==> config.mk <==
export PLATFORM = sky130hd
export DESIGN_NAME = adc_line_reader
export DESIGN_NICKNAME = d
export VERILOG_FILES = /design/src/rtl/adc_line_reader.sv
export SDC_FILE = /design/constraint.sdc
export NUM_CORES = 1
export LEC_CHECK = 0
export CAP_MARGIN = 20
export CORE_ASPECT_RATIO = 1.4
export CORE_UTILIZATION = 31
export DETAILED_ROUTE_END_ITERATION = 7
export PLACE_DENSITY_LB_ADDON = 0.08
export SLEW_MARGIN = 0
export SYNTH_ARGS = -nofsm -noshare
export SYNTH_HDL_FRONTEND = slang
export SYNTH_SLANG_ARGS = --single-unit
==> constraint.sdc <==
create_clock -name clk -period 1.94 [get_ports clk]
set_input_delay 0.388 -clock clk [delete_from_list [all_inputs] [get_ports clk]]
set_output_delay 0.388 -clock clk [all_outputs]
set_load 0.05 [all_outputs]
==> src/rtl/adc_line_reader.sv <==
// Reads one captured line out of the pixel line RAM and streams it as 16-bit
// pixels with sof/eol markers, hiding the RAM read latency behind a small FIFO.
module adc_line_reader #(
   parameter int unsigned          ADDR_W  = 9,
   parameter logic [ADDR_W-1:0]    PIX_NUM = ADDR_W'(511),
   parameter int unsigned          RD_LAT  = 1,
   parameter int unsigned          FIFO_D  = 4
) (
   input  logic              clk,
   input  logic              rst_n,
   input  logic              line_done_in,
   output logic              ram_rd_o,
   output logic [ADDR_W-1:0] ram_addr_o,
   input  logic [31:0]       ram_data_in,
   output logic [15:0]       m_data_o,
   output logic              m_valid_o,
   input  logic              m_ready_in,
   output logic              m_sof_o,
   output logic              m_eol_o,
   output logic              busy_o,
   output logic              overrun_o,
   output logic [15:0]       line_cnt_o
);

   localparam int unsigned PTR_W = (FIFO_D > 1) ? $clog2(FIFO_D) : 1;
   localparam int unsigned CNT_W = PTR_W + 1;
   localparam int unsigned SUM_W = CNT_W + 1;
   localparam int unsigned ENT_W = 18;

   typedef enum logic [1:0] {
      IDLE  = 2'd0,
      READ  = 2'd1,
      DRAIN = 2'd2
   } state_t;

   state_t             state;
   state_t             state_nxt;
   logic [RD_LAT-1:0]  tag;
   logic [SUM_W-1:0]   inflight;
   logic [CNT_W-1:0]   fifo_cnt;
   logic [PTR_W-1:0]   wr_ptr;
   logic [PTR_W-1:0]   rd_ptr;
   logic [ENT_W-1:0]   mem [FIFO_D];
   logic [ENT_W-1:0]   head;
   logic [ADDR_W-1:0]  ret_idx;
   logic               credit_ok;
   logic               start;
   logic               last_rd;
   logic               push;
   logic               pop;
   logic               eol_hs;
   logic [15:0]        unused_hi;

   assign unused_hi = ram_data_in[31:16];

   // State register
   always_ff @(posedge clk) begin
      if (!rst_n) state <= IDLE;
      else        state <= state_nxt;
   end

   // Next-state logic
   always_comb begin
      state_nxt = state;
      unique case (state)
         IDLE:    if (line_done_in) state_nxt = READ;
         READ:    if (last_rd)      state_nxt = DRAIN;
         DRAIN:   if (eol_hs)       state_nxt = IDLE;
         default:                   state_nxt = IDLE;
      endcase
   end

   // State-decoded outputs; reads only when the FIFO can absorb every read in flight
   always_comb begin
      ram_rd_o = 1'b0;
      busy_o   = 1'b0;
      if (state == READ) ram_rd_o = credit_ok;
      if (state != IDLE) busy_o   = 1'b1;
   end

   always_comb begin
      inflight = '0;
      for (int i = 0; i < RD_LAT; i++) inflight = inflight + SUM_W'(tag[i]);
   end

   assign credit_ok = (SUM_W'(fifo_cnt) + inflight) < SUM_W'(FIFO_D);
   assign start     = (state == IDLE) && line_done_in;
   assign last_rd   = ram_rd_o && (ram_addr_o == PIX_NUM);
   assign push      = tag[RD_LAT-1];
   assign head      = mem[rd_ptr];
   assign m_valid_o = (fifo_cnt != '0);
   assign pop       = m_valid_o && m_ready_in;
   assign eol_hs    = pop && head[16];
   assign m_data_o  = m_valid_o ? head[15:0] : 16'd0;
   assign m_sof_o   = m_valid_o && head[17];
   assign m_eol_o   = m_valid_o && head[16];

   // Entry layout: {sof, eol, pixel}; markers derived from the return index
   always_ff @(posedge clk) begin
      if (push) mem[wr_ptr] <= {ret_idx == '0, ret_idx == PIX_NUM, ram_data_in[15:0]};
   end

   always_ff @(posedge clk) begin
      if (!rst_n) begin
         ram_addr_o <= '0;
         tag        <= '0;
         ret_idx    <= '0;
         wr_ptr     <= '0;
         rd_ptr     <= '0;
         fifo_cnt   <= '0;
         overrun_o  <= 1'b0;
         line_cnt_o <= '0;
      end else begin
         overrun_o <= line_done_in && (state != IDLE);
         tag       <= RD_LAT'({tag, ram_rd_o});
         if (start)                     ram_addr_o <= '0;
         else if (ram_rd_o && !last_rd) ram_addr_o <= ram_addr_o + ADDR_W'(1);
         if (start)     ret_idx <= '0;
         else if (push) ret_idx <= ret_idx + ADDR_W'(1);
         if (push) wr_ptr <= wr_ptr + PTR_W'(1);
         if (pop)  rd_ptr <= rd_ptr + PTR_W'(1);
         case ({push, pop})
            2'b10:   fifo_cnt <= fifo_cnt + CNT_W'(1);
            2'b01:   fifo_cnt <= fifo_cnt - CNT_W'(1);
            default: ;
         endcase
         if (eol_hs) line_cnt_o <= line_cnt_o + 16'd1;
      end
   end

endmodule

Word level (Yosys, flattened, before mapping)
Memories as Yosys holds them, arrays and structs flattened. A register that Yosys moved wholly into a read port is not among the register bits. Index checks and enable logic that the tools add are counted.

Shifts and indexed selects: 0. Equal/unequal tests: 9. Magnitude comparators: 1. Divide/modulo/power cells: 0. Multipliers: 0. Add/subtract/negate cells: 8. Multiplexer cells: 12. Reductions and logical operators: 16. Bitwise logic cells: 1.

Operator list (count): $add A9 B1 Y9 const B (2); $eq A9 B9 Y1 const B (2); $add A16 B1 Y16 const B (1); $mux W16 (1); $mux W2 (5); $logic_not A9 Y1 (1); $logic_and A1 B1 Y1 (8); $ne A2 B2 Y1 const B (3); $pmux W2 S3 (1); $pmux W3 S2 (1); $add A2 B1 Y2 const B (2); $add A3 B1 Y4 (1); $eq A2 B1 Y1 const B (2); $eq A2 B2 Y1 const B (2); $lt A4 B3 Y1 const B (1); $mux W1 (4); $reduce_bool A2 Y1 (2); $add A3 B1 Y3 const B (1); $reduce_and A3 Y1 (1); $reduce_bool A3 Y1 (1); $sub A3 B1 Y3 const B (1); $logic_not A2 Y1 (1); $reduce_or A2 Y1 (1); $logic_not A1 Y1 (1); $not A1 Y1 (1).

Flip-flop bits (word level): 45. Memory bits (read-only): 0. Input port bits: 36. Output and inout port bits: 47. Word-level logic and storage cells: 57. Memory bits (writable): 72. Memories kept: 1. Latch bits: 0.

Memories: mem (depth 4, width 18, rd ports 1, clocked after Yosys merged registers in 1, wr ports 1, line 43) `logic [ENT_W-1:0] mem [FIFO_D];`.

Depth between registers and ports, before layout
Gate-level depths: netlist of run 1.

Word-level depth: 6. Gate-level depth with buffers: 8. Gate-level depth less buffers: 8.

Worst setup path after synthesis of run 1
No wires, ideal clock.

Kind: reg-to-output. From: register (tool-made name). To: output m_data_o[10]. Arrival time: 1789 ps. Path buffers: 2. Stages on the path, launching flop included: 5. Path slack: -237 ps. Cells stage by stage: dfxtp_1 > clkbuf_2 > clkbuf_1 > mux4_2 > nor2b_1.

RTL lines: end: declaration (line 15) `output logic [15:0] m_data_o,`.

==> metrics, run 1 <==
Seq/Total Area, Yosys=63.25%; Die Wd=108.3 µm; Post-synth EDFFs=72; dpl cells=635; Synth Area in Compound Gates=3.545%; Worst path top cell family by delay=multiplexers; Synth Area in Adders=3.213%; worst skew pair latency=0.41 ns; largest net degree at the start of global routing=19; status=finished, violations left; Setup violations, final=18; I/O Pins=83; simple-gate share of the synthesized area=14.13%; Row Count=54; worst slew pin tran=0.4969 ns; Startpoint Class=flip-flop; CTS Buffer Depth=2; ant diodes=0; largest family of logic cells by synthesized area=simple AND/OR/NAND/NOR gates; GR Util All Layers=13.98%; Synth area leaders=edfxtp_1 44%, dfxtp_1 19%, mux4_2 8.3%; DR WL/cell=15.64 µm; CTS tree=built; initial antenna violation count=0; clk root buf=clkbuf_16; GPL Wtd Cong=0.7232; post-synth top area share=44.07%; final hold vios=0; crit path DAT=1.78 ns; CP required=1.55 ns; Seq cells post-synth=119; post-synthesis mux area share=9.487%; Final WS setup=-0.2276 ns; Worst VDD drop=0.7660 mV; via/cell ratio=4.730; Worst slew margin=66.77%; Final Cycle Share=111.7%; synthesized instance count=360; DRT Wirelength=10620 µm; RSZ-0062 raised after global routing=true; crit-path max cell delay=0.50 ns; Layout area overhead=41.78%; Vias=3212; area leader, netlist=edfxtp_1; first-pass GRT wire length=16770 µm; Max Cap Viol=0; Syn Area/Cell=13.63 µm²; CP max FO=8; Worst path slowest cell=mux4_2; shortest period the worst path allows=2.168 ns; most common cell in the netlist=edfxtp_1; Yosys Warn Count=0; max-slew violation count=0; die footprint=16340 µm²; Synth async-reset ratio=0%; syn_nets=408; H-tree depth=4; vias in the first global route=3241; gr ovfl total=0; # hold bufs at CTS=0; Core ar.=15540 µm²; xor-xnor portion of the synthesized cell area=3.928%; Fmax=0.4613 GHz; Critical path buffers and inverters=2; DRC errors left=0; design area=6955 µm²; Most used DFF post-synth=edfxtp_1; placed cell areas=5973 µm²; TritonCTS buffer count=17; violated checks=setup timing; drt first pass iters=4; Distinct cells, synth=44; Power Total=8.994 mW; hpwl dp=6645 µm; starting density of the core=31.57%; layout cells sized above 1=34.78%; most frequent cells after synthesis=72 x edfxtp_1, 47 x dfxtp_1, 35 x nor2_1; Crit Path Category=flip-flop to output pin; Fin Clk Skew=0.008583 ns; antenna viol nets, final=0; clock sinks=119; I/O Buffers=66; CTS clock-pin slew for the worst setup and hold paths=0.06 ns; DR iter-0 viols=87; HP Class=flip-flop to flip-flop; Leakage=2.563 nW; crit end category=output pin; critical path cell sequence=buf_16 > mux4_2 > nor2b_4 > buf_6; Layout Nets=518; power per cell area=1293 nW/µm²; non-filler cells, final=679; mapped cell area=4906 µm²; Die Y=150.9 µm; dpl ws=-0.3797 ns
## power breakdown
group / internal (mW) / switching [mW] / total [mW]
clock: 2.03 / 1.16 / 3.18
sequential: 2.78 / 0.0838 / 2.87
combinational: 1.40 / 1.54 / 2.94
total: 6.21 / 2.78 / 8.99
## per-layer routing
metal  up-vias  global-route usage (%)  wire length [µm]
met4         0                   5.743               139
met5         -                       0                 0
met1      1580                   16.01              4433
met3         9                   3.356               384
li1       1550                       -                 -
met2        73                   24.78              5662
## placed cells by master, fill, tap and decap left out, types with 14 or more instances in the layout
| master | netlist | final |
|---|---|---|
| clkdlybuf4s50_1 | 0 | 19 |
| clkbuf_16 | 0 | 18 |
| dfxtp_1 | 47 | 38 |
| buf_4 | 0 | 46 |
| buf_6 | 1 | 21 |
| edfxtp_1 | 72 | 72 |
| mux4_2 | 18 | 18 |
| nand3_1 | 14 | 14 |
| nor2b_4 | 0 | 16 |
| inv_1 | 17 | 16 |
| nor2_1 | 35 | 34 |
| xor2_1 | 16 | 16 |
## repair_timing
action                     4_1_cts  5_1_grt
cloned                           3        1
hold endpoints to repair         0        0
pin swaps                        1        5
setup endpoints to repair       26       24
setup buffers                    5        4
resized for setup               43       25
## worst paths after layout
path	from	to	cells past startpoint	slack [ns]
max	flip-flop	m_sof_o	4	-0.23
min reg2reg	line_cnt_o[13]	line_cnt_o[13]	2	0.48
min	line_cnt_o[13]	line_cnt_o[13]	2	0.48
max reg2reg	flip-flop	line_cnt_o[6]	7	0.08
## flip-flops by register name, indices dropped and copies added (netlist names), named ones only
signal and cells:
fifo_cnt 3, line_cnt_o 16, mem 72, overrun_o 1
push 1, ram_addr_o 9, rd_ptr 2, ret_idx 9
state 2, wr_ptr 2
## area by class of cell
| type | count | area, µm² |
|---|---|---|
| repair buffers | 103 | 1060 |
| inverters | 17 | 66.31 |
| fillers | 1442 | 8584 |
| flip-flops and latches | 119 | 3119 |
| multi-input cells | 212 | 1859 |
| clock buffers | 18 | 429.2 |
| well taps | 196 | 245.2 |
| clock inverters | 14 | 176.4 |
## metrics by stage
step                      hold slack, ns  utilization [%]  setup TNS (ns)
final                             0.4824            44.76          -3.849
after global routing              0.5079            44.76          -4.984
after CTS                         0.4864            43.91          -4.057
after detailed placement          0.4793            38.44          -1.359
after global placement            0.4712            38.44          -1.007
after floorplan                   0.4532                -        -0.02563
## worst min-delay path, delay by kind of cell, from the launching register on
| family | cells | cell delay, ns |
|---|---|---|
| AND/OR/NAND/NOR | 1 | 0.06 |
| multiplexers | 1 | 0.05 |
| flip-flops | 1 | 0.32 |
## cells by family after synthesis
| family | after synthesis |
|---|---|
| compound gates | 29 |
| xor+xnor | 22 |
| fa+ha+maj | 12 |
| buf+inv | 29 |
| flops | 119 |
| mux | 24 |
| simple gates | 125 |
Note: power is estimated with default switching activity, not from simulation.
==> inputs of run 2 (changes only) <==
- SLEW_MARGIN: 0 -> 20
==> results of run 2 <==
Final layout, timing and power as in run 1 (identical DEF).
==> inputs of run 3 (changes only) <==
==> constraint.sdc (replaced) <==
create_clock -name clk -period 2.2 [get_ports clk]
set_input_delay 0.44 -clock clk [delete_from_list [all_inputs] [get_ports clk]]
set_output_delay 0.44 -clock clk [all_outputs]
set_load 0.005 [all_outputs]
==> metrics, run 3 (synthesized netlist as in run 1, its figures left out) <==
worst skew pair latency=0.40 ns; Hold Path End=line_cnt_o[15]; Crit Path Category=flip-flop to output pin; dpl ws=-0.1423 ns; I/O Buffers=66; Reg-to-Reg End=line_cnt_o[14]; CTS clock-pin slew for the worst setup and hold paths=0.06 ns; antenna viol nets, final=0; clk root buf=clkbuf_16; RSZ-0062 raised after global routing=true; max-slew violation count=0; CP required=1.76 ns; Final WS setup=-0.05106 ns; Row Count=54; Fin Clk Skew=0.009263 ns; starting density of the core=31.57%; vias in the first global route=3291; commonest non-fill, non-tap cell in the layout=edfxtp_1; hpwl dp=6309 µm; R2R Setup Slk=0.16 ns; I/O Pins=83; drt first pass iters=6; Worst slew margin=68.16%; worst slew pin tran=0.4770 ns; R2R cell count=8; Setup violations, final=14; clock sinks=119; die footprint=16340 µm²; DR iter-0 viols=129; Leakage=2.470 nW; CP max FO=7; # hold bufs at CTS=0; gr ovfl total=0; Die Y=150.9 µm; most frequent cells in the layout=72 x edfxtp_1, 47 x clkdlybuf4s50_1, 45 x dfxtp_1; Fmax=0.4442 GHz; Layout Nets=526; hold_sp=line_cnt_o[15]; power per cell area=1052 nW/µm²; Power Total=7.229 mW; GPL Wtd Cong=0.7083; Final Cycle Share=102.3%; Hold Path Depth=2; ant diodes=0; Vias=3219; final hold vios=0; top flop regs=mem x72, line_cnt_o x16; TritonCTS buffer count=17; layout cells sized above 1=27.09%; Max Cap Viol=0; Largest register FFs=72; status=finished, violations left; Startpoint Class=flip-flop; CTS Buffer Depth=2; H-tree depth=4; violated checks=DRC, setup timing; Most flops, register=mem; GR Util All Layers=13.63%; Layout area overhead=40.02%; shortest period the worst path allows=2.251 ns; Die Wd=108.3 µm; largest net degree at the start of global routing=19; DRC errors left=1; initial antenna violation count=0; crit path DAT=1.81 ns; CTS tree=built; DRT Wirelength=10140 µm; Worst VDD drop=0.5039 mV; crit end category=output pin; HP Class=flip-flop to flip-flop; Core ar.=15540 µm²; via/cell ratio=4.686; first-pass GRT wire length=16410 µm; DR WL/cell=14.76 µm
==> run 3: how the worst max path moves through the flow <==
stage | to | slack (ns) | depth (start not counted)
detailed placement | fifo_cnt[2] | -0.14 | 8
CTS | m_data_o[12] | -0.08 | 5
global placement | fifo_cnt[2] | -0.13 | 8
floorplan | fifo_cnt[2] | 0.14 | 8
global route | m_data_o[14] | -0.11 | 5
finish | m_data_o[14] | -0.05 | 5
==> run 3: layer usage <==
layer	routed length [µm]	global-route usage [%]
met5	0	0
met4	152	6.081
met3	292	3.227
met2	5409	24.20
met1	4289	15.40
==> run 3: stage by stage <==
stage	util (%)	std cells	hold WS (ns)	setup TNS (ns)	area [µm²]
6_report	44.20	687	0.4802	-0.3217	6869
5_1_grt	44.20	687	0.5206	-1.348	6869
4_1_cts	43.94	685	0.4837	-0.9608	6828
3_5_place_dp	38.37	632	0.4754	-0.1423	5963
3_3_place_gp	38.37	632	0.4651	-0.1264	5963
2_1_floorplan	-	360	0.4532	0	4906
==> run 3: where the power goes <==
part	internal, mW	switching, mW
combinational	1.09	0.703
sequential	2.45	0.0839
clock	1.90	0.997
total	5.45	1.78
==> run 3: critical path: stages (launching register included) <==
cell and delay, ns:
dfxtp_4 0.41, buf_12 0.14, buf_6 0.09, mux4_2 0.49, nor2b_4 0.14, buf_2 0.12
==> run 3: final cells by class <==
| class | count | area, µm² |
|---|---|---|
| fill | 1459 | 8671 |
| sequential | 119 | 3108 |
| multi-input combinational | 212 | 1780 |
| timing repair buffer | 111 | 1046 |
| clock buffer | 17 | 425.4 |
| tap | 196 | 245.2 |
| clock inverter | 15 | 200.2 |
| inverter | 17 | 63.81 |
==> run 3: what timing repair did <==
item	CTS	global route
resized for setup	100	7
pin swaps	0	1
endpoints found under the setup margin	20	19
gates cloned	1	0
setup buffers	20	2
